File: src/rtl/xgmii_loop_pkg.sv
// XGMII control characters, injection FSM states and the idle-word helper
// shared by the loopback channel model.
package xgmii_loop_pkg;

    localparam logic [7:0] XGMII_IDLE  = 8'h07;
    localparam logic [7:0] XGMII_START = 8'hFB;
    localparam logic [7:0] XGMII_TERM  = 8'hFD;
    localparam logic [7:0] XGMII_ERROR = 8'hFE;

    // Widest bus the idle helper can build; callers keep the low DATA_W bits.
    localparam int MAX_LANES = 64;

    typedef enum logic [1:0] {
        IDLE    = 2'd0,
        ARMED   = 2'd1,
        CORRUPT = 2'd2
    } inj_state_e;

    function automatic logic [MAX_LANES*8-1:0] idle_word(input int lanes);
        logic [MAX_LANES*8-1:0] w;
        w = '0;
        for (int i = 0; i < MAX_LANES; i++) begin
            if (i < lanes) begin
                w[i*8 +: 8] = XGMII_IDLE;
            end
        end
        return w;
    endfunction

endpackage

File: src/rtl/xgmii_loop_dly.sv
// Circular delay buffer for the XGMII channel: write pointer, delayed read,
// fill tracking and idle blanking after reset or a cfg_delay change.
module xgmii_loop_dly
    import xgmii_loop_pkg::*;
#(
    parameter  int DATA_W = 64,
    parameter  int DEPTH  = 16,
    localparam int LANES  = DATA_W / 8,
    localparam int AW     = $clog2(DEPTH)
) (
    input  logic              clk_156m25,
    input  logic              reset_156m25,
    input  logic [DATA_W-1:0] src_d,
    input  logic [LANES-1:0]  src_c,
    input  logic [AW-1:0]     cfg_delay,
    output logic [DATA_W-1:0] load_d,
    output logic [LANES-1:0]  load_c
);

    localparam logic [MAX_LANES*8-1:0] IDLE_FULL = idle_word(LANES);
    localparam logic [DATA_W-1:0]      IDLE_D    = IDLE_FULL[DATA_W-1:0];

    logic [DATA_W-1:0] mem_d [DEPTH];
    logic [LANES-1:0]  mem_c [DEPTH];

    logic [AW-1:0] wr_ptr;
    logic [AW-1:0] rd_idx;
    logic [AW-1:0] fill;
    logic [AW-1:0] dly_q;
    logic          dly_vld;
    logic          dly_chg;
    logic          fill_ok;

    // dly_vld keeps the first cycle after reset from counting as a delay
    // change, so the post-reset blanking is exactly cfg_delay+1 cycles.
    always_comb begin
        rd_idx  = wr_ptr - cfg_delay;
        dly_chg = dly_vld && (cfg_delay != dly_q);
        fill_ok = !dly_chg && (fill == cfg_delay);
        load_d  = IDLE_D;
        load_c  = '1;
        if (fill_ok) begin
            if (cfg_delay == '0) begin
                load_d = src_d;
                load_c = src_c;
            end else begin
                load_d = mem_d[rd_idx];
                load_c = mem_c[rd_idx];
            end
        end
    end

    always_ff @(posedge clk_156m25) begin
        mem_d[wr_ptr] <= src_d;
        mem_c[wr_ptr] <= src_c;
    end

    always_ff @(posedge clk_156m25 or posedge reset_156m25) begin
        if (reset_156m25) begin
            wr_ptr  <= '0;
            fill    <= '0;
            dly_q   <= '0;
            dly_vld <= 1'b0;
        end else begin
            wr_ptr  <= wr_ptr + 1'b1;
            dly_q   <= cfg_delay;
            dly_vld <= 1'b1;
            if (dly_chg) begin
                fill <= '0;
            end else if (fill < cfg_delay) begin
                fill <= fill + 1'b1;
            end
        end
    end

endmodule

File: src/rtl/xgmii_loop_chan.sv
// Programmable-latency XGMII TX-to-RX channel with loopback/external source
// select and one-shot error injection. XGMII_LOOP_STATS_EN builds the counters.
module xgmii_loop_chan
    import xgmii_loop_pkg::*;
#(
    parameter  int DATA_W = 64,
    parameter  int DEPTH  = 16,
    parameter  int CNT_W  = 16,
    localparam int LANES  = DATA_W / 8,
    localparam int AW     = $clog2(DEPTH)
) (
    input  logic              clk_156m25,
    input  logic              reset_156m25,
    input  logic [DATA_W-1:0] xgmii_txd,
    input  logic [LANES-1:0]  xgmii_txc,
    input  logic [DATA_W-1:0] ext_rxd,
    input  logic [LANES-1:0]  ext_rxc,
    input  logic              cfg_loop_en,
    input  logic [AW-1:0]     cfg_delay,
    input  logic              inj_req,
    output logic [DATA_W-1:0] xgmii_rxd,
    output logic [LANES-1:0]  xgmii_rxc,
    output logic              inj_busy,
    output logic [CNT_W-1:0]  frame_cnt,
    output logic [CNT_W-1:0]  inj_cnt
);

    localparam logic [MAX_LANES*8-1:0] IDLE_FULL = idle_word(LANES);
    localparam logic [DATA_W-1:0]      IDLE_D    = IDLE_FULL[DATA_W-1:0];

    inj_state_e        inj_state;
    inj_state_e        inj_state_nxt;
    logic [DATA_W-1:0] sel_d;
    logic [LANES-1:0]  sel_c;
    logic [DATA_W-1:0] wr_d;
    logic [LANES-1:0]  wr_c;
    logic [DATA_W-1:0] load_d;
    logic [LANES-1:0]  load_c;
    logic              sof_src;

    always_comb begin
        sel_d   = cfg_loop_en ? xgmii_txd : ext_rxd;
        sel_c   = cfg_loop_en ? xgmii_txc : ext_rxc;
        sof_src = sel_c[0] && (sel_d[7:0] == XGMII_START);
    end

    always_ff @(posedge clk_156m25 or posedge reset_156m25) begin
        if (reset_156m25) begin
            inj_state <= IDLE;
        end else begin
            inj_state <= inj_state_nxt;
        end
    end

    // SOF is looked for only once armed, so a request arriving with an SOF
    // corrupts the following frame rather than this one.
    always_comb begin
        inj_state_nxt = inj_state;
        inj_busy      = (inj_state != IDLE);
        wr_d          = sel_d;
        wr_c          = sel_c;
        case (inj_state)
            IDLE:    if (inj_req) inj_state_nxt = ARMED;
            ARMED:   if (sof_src) inj_state_nxt = CORRUPT;
            CORRUPT: begin
                wr_d[7:0]     = XGMII_ERROR;
                wr_c[0]       = 1'b1;
                inj_state_nxt = IDLE;
            end
            default: inj_state_nxt = IDLE;
        endcase
    end

    xgmii_loop_dly #(
        .DATA_W (DATA_W),
        .DEPTH  (DEPTH)
    ) u_dly (
        .clk_156m25   (clk_156m25),
        .reset_156m25 (reset_156m25),
        .src_d        (wr_d),
        .src_c        (wr_c),
        .cfg_delay    (cfg_delay),
        .load_d       (load_d),
        .load_c       (load_c)
    );

    always_ff @(posedge clk_156m25 or posedge reset_156m25) begin
        if (reset_156m25) begin
            xgmii_rxd <= IDLE_D;
            xgmii_rxc <= '1;
        end else begin
            xgmii_rxd <= load_d;
            xgmii_rxc <= load_c;
        end
    end

`ifdef XGMII_LOOP_STATS_EN
    logic load_sof;

    assign load_sof = load_c[0] && (load_d[7:0] == XGMII_START);

    always_ff @(posedge clk_156m25 or posedge reset_156m25) begin
        if (reset_156m25) begin
            frame_cnt <= '0;
            inj_cnt   <= '0;
        end else begin
            if (load_sof && (frame_cnt != '1)) begin
                frame_cnt <= frame_cnt + 1'b1;
            end
            if ((inj_state == CORRUPT) && (inj_cnt != '1)) begin
                inj_cnt <= inj_cnt + 1'b1;
            end
        end
    end
`else
    assign frame_cnt = '0;
    assign inj_cnt   = '0;
`endif

endmodule
File: config.mk
export PLATFORM = sky130hd
export DESIGN_NAME = xgmii_loop_chan
export DESIGN_NICKNAME = d
export VERILOG_FILES = /design/src/rtl/xgmii_loop_pkg.sv /design/src/rtl/xgmii_loop_dly.sv /design/src/rtl/xgmii_loop_chan.sv
export SDC_FILE = /design/constraint.sdc
export NUM_CORES = 1
export LEC_CHECK = 0
export BUFFER_PORTS_ARGS = -buffer_cell sky130_fd_sc_hd__buf_4
export CAP_MARGIN = 30
export CORE_UTILIZATION = 32
export DETAILED_ROUTE_END_ITERATION = 12
export PLACE_DENSITY = 0.59
export SLEW_MARGIN = 20
export SYNTH_ARGS = -nofsm -noshare
export SYNTH_HDL_FRONTEND = slang
export SYNTH_SLANG_ARGS = --single-unit
File: constraint.sdc
create_clock -name clk_156m25 -period 3.9 [get_ports clk_156m25]
set_input_delay 0 -clock clk_156m25 [delete_from_list [all_inputs] [get_ports clk_156m25]]
set_output_delay 0 -clock clk_156m25 [all_outputs]
set_load 0.05 [all_outputs]
==> qor.csv <==
stage;metric;value;unit
critical_path;CP endpoint kind;flip-flop;
global_routing;first-pass GRT wire length;182;mm
floorplanning;Starting Density;32.4;%
worst_hold_path;Hold Path Class;in -> reg;
sta;Slew HR;35.9;%
floorplanning;core box area;150000;um^2
critical_path;Worst setup endpoint;xgmii_rxc[0];
sta;period utilization;86.9;%
logic_synthesis;EDFF count, synth;1152;
clock_tree;TritonCTS clock tree;built;
logic_synthesis;Mapped Area;48700;um^2
critical_path;Setup CP Type;reg -> reg;
global_routing;Total GRT Usage;16.5;%
logic_synthesis;cell taking the most area after synthesis;edfxtp_1;
critical_path;crit path from;u_dly.wr_ptr[0];
sta;Worst Skew;0.0299;ns
global_routing;number of global-route vias before repair;26078;
critical_path;WP data arrival;3.98;ns
critical_path;r2r setup slk;0.51;ns
sta;fin worst setup slack;0.512;ns
floorplanning;I/O pins;257;
logic_synthesis;Post-synth top cells;1152 x edfxtp_1, 288 x mux4_2, 115 x mux2i_1;
routing;via count;24698;
cells_and_area;Antenna diodes;0;
sta;Worst-Margin Slew;0.960;ns
critical_path;worst-case reg-to-reg path depth;9;
worst_hold_path;hold path cells;2;
routing;DRT Pass-1 Iters;5;
critical_path;RR Endpoint;xgmii_rxc[0];
routing;DR WL/cell;26.4;um
logic_synthesis;post-synth cell types;52;
logic_synthesis;Mean Syn Cell Area;21.6;um^2
routing;drt drc;0;
floorplanning;num rows;142;
global_routing;total gr overflow;0;
logic_synthesis;asr flop ratio synth;7.02;%
cells_and_area;nets@finish;2894;
logic_synthesis;Seq cells post-synth;1239;
critical_path;crit path max fanout;11;
logic_synthesis;most frequent cell after synthesis;edfxtp_1;
routing;vias per cell;5.10;
outcome;outcome;complete, no violations;
global_routing;initial antenna violation count;0;
cells_and_area;area grow syn2layout;21.4;%
pwr;Cell Pwr Density;486;nW/um^2
routing;total wire length;128;mm
floorplanning;Die Area;154000;um^2
critical_path;Critical Path Max Stage Delay;0.68;ns
sta;RSZ-0062 raised after global routing;false;
flow_run;maxcap violations;0;
clock_tree;CTS buffer count;115;
sta;Tmin final;3.39;ns
logic_synthesis;prevailing post-synth register cell;edfxtp_1;
place;dpl cell area;53300;um^2
sta;Fin. Hold Viols;0;
clock_tree;clock transition at the registers of the reported paths;0.07;ns
routing;post-route ant nets;0;
logic_synthesis;Syn. warnings;0;
place;Port Buffers;224;
sta;Slew Viols, Final;0;
clock_tree;worst skew pair latency;0.72;ns
critical_path;Crit path top cell by count;inv_1;
clock_tree;CTS resizes;0;
logic_synthesis;Cells after Synth;2253;
cells_and_area;layout cells sized above 1;33.2;%
critical_path;CP required;4.50;ns
sta;Sum Neg Setup Slack;0;ns
floorplanning;Die X;392;um
critical_path;R2R Path Start;u_dly.wr_ptr[0];
place;Detail Placement HPWL;68.1;mm
critical_path;crit path cell chain;inv_1 -> ha_4 -> inv_1 -> fa_4 -> xor2_4 -> buf_4 -> mux2i_1 -> a21oi_1 -> or4b_1;
pwr;maximum vdd ir drop;394;uV
clock_tree;CTS Root Cell;clkbuf_16;
critical_path;Startpoint Class;flip-flop;
clock_tree;Clock Path Buffers;3;
critical_path;Max stage delay cell, worst path;or4b_1;
sta;max frequency;0.295;GHz
clock_tree;H-Tree Depth;3;
routing;Initial DRC Count;2461;
sta;Hold WS;0.0555;ns
logic_synthesis;post-synth top area share;71.0;%
floorplanning;die height;392;um
worst_hold_path;Worst Min Path Start;cfg_delay[0];
place;Inst Count DP;4445;
clock_tree;CTS sink cnt;1239;
cells_and_area;post-route cell area;59100;um^2
sta;Final Setup Violations;0;
place;routability congestion estimate;0.728;
pwr;static leakage;19.5;nW
place;setup slack at placement;0.580;ns
logic_synthesis;sequential area share after synthesis;75.6;%
logic_synthesis;dominant cells by area after synthesis;edfxtp_1 71%, mux4_2 13%, dfrtp_1 2.8%;
cells_and_area;Final Non-Filler Cells;4846;
global_routing;largest net degree at the start of global routing;95;
## where the power goes
| group | leakage, nW | total, W | switching (W) | internal [W] |
|---|---|---|---|---|
| clock | 1.93 | 0.0117 | 0.00491 | 0.00680 |
| sequential | 11.5 | 0.0148 | 0.0000627 | 0.0147 |
| combinational | 6.06 | 0.00222 | 0.00128 | 0.000940 |
## worst max-delay path: cells and delay by family (launching register included)
family,cells,cell delay [ns]
flip-flops,1,0.41
AO/OA/AOI/OAI,1,0.09
AND/OR/NAND/NOR,1,0.68
XOR/XNOR,1,0.63
multiplexers,1,0.24
adder cells (fa/ha/maj),2,0.62
buffers and inverters,3,0.61
## worst min-delay path by stage
stage	end
3_5_place_dp	xgmii_rxd[21]
2_1_floorplan	u_dly.dly_q[0]
5_1_grt	u_dly.dly_q[0]
3_3_place_gp	xgmii_rxd[21]
6_report	u_dly.dly_q[0]
4_1_cts	u_dly.dly_q[0]
## routing by layer
| layer | wire length, um | GRT usage [%] | up-vias |
|---|---|---|---|
| li1 | - | - | 10288 |
| met1 | 53200 | 22.0 | 13245 |
| met2 | 62800 | 27.6 | 992 |
| met3 | 9140 | 3.70 | 173 |
| met4 | 2660 | 3.74 | 0 |
| met5 | 0 | 0 | - |
## metrics by stage
stage | total power, W | utilization (%)
after floorplan | 0.0164 | -
after global placement | 0.0171 | 35.4
after detailed placement | 0.0171 | 35.4
after CTS | 0.0289 | 39.3
after global routing | 0.0296 | 39.3
final | 0.0287 | 39.3
## kinds of logic after synthesis
| group | Yosys count | share of synthesized area (%) |
|---|---|---|
| muxes | 502 | 18.0 |
| other | 2 | 0.0154 |
| buffers and inverters | 170 | 1.82 |
| and+or+nand+nor | 121 | 1.68 |
| adders and majority gates | 13 | 0.349 |
| DFF | 1239 | 75.6 |
| AOI/OAI and AO/OA | 198 | 2.44 |
| xor gates and xnor gates | 8 | 0.144 |
## layout make-up
type,count,area (um^2)
Timing Repair Buffer,489,4560
Sequential cell,1239,36800
Clock inverter,74,843
Tap cell,2016,2520
Inverter,9,36.3
Multi-Input combinational cell,875,11200
Fill cell,13299,91400
Clock buffer,144,3090
## registers in the layout (all words and copies together) (netlist names)
name / flops
xgmii_rxc: 8
u_dly.fill: 4
u_dly.mem_c: 128
u_dly.mem_d: 1024
u_dly.dly_vld: 1
u_dly.dly_q: 4
inj_state: 2
u_dly.wr_ptr: 4
xgmii_rxd: 64
## placed cells by master (no fill, tap or decap), drive strengths merged, types with 46 or more instances in the layout
master,instances
dfrtp,55
edfxtp,1152
mux4,288
o21ai,46
clkinv,48
mux2,99
dlygate4sd3,182
buf,307
mux2i,115
clkbuf,144
a21oi,101
## what timing repair did
item	CTS	global route
endpoints found under the hold margin	1090	0
hold buffers	182	0
buffers inserted	0	0
No activity file was read; power rests on OpenSTA's default activity.
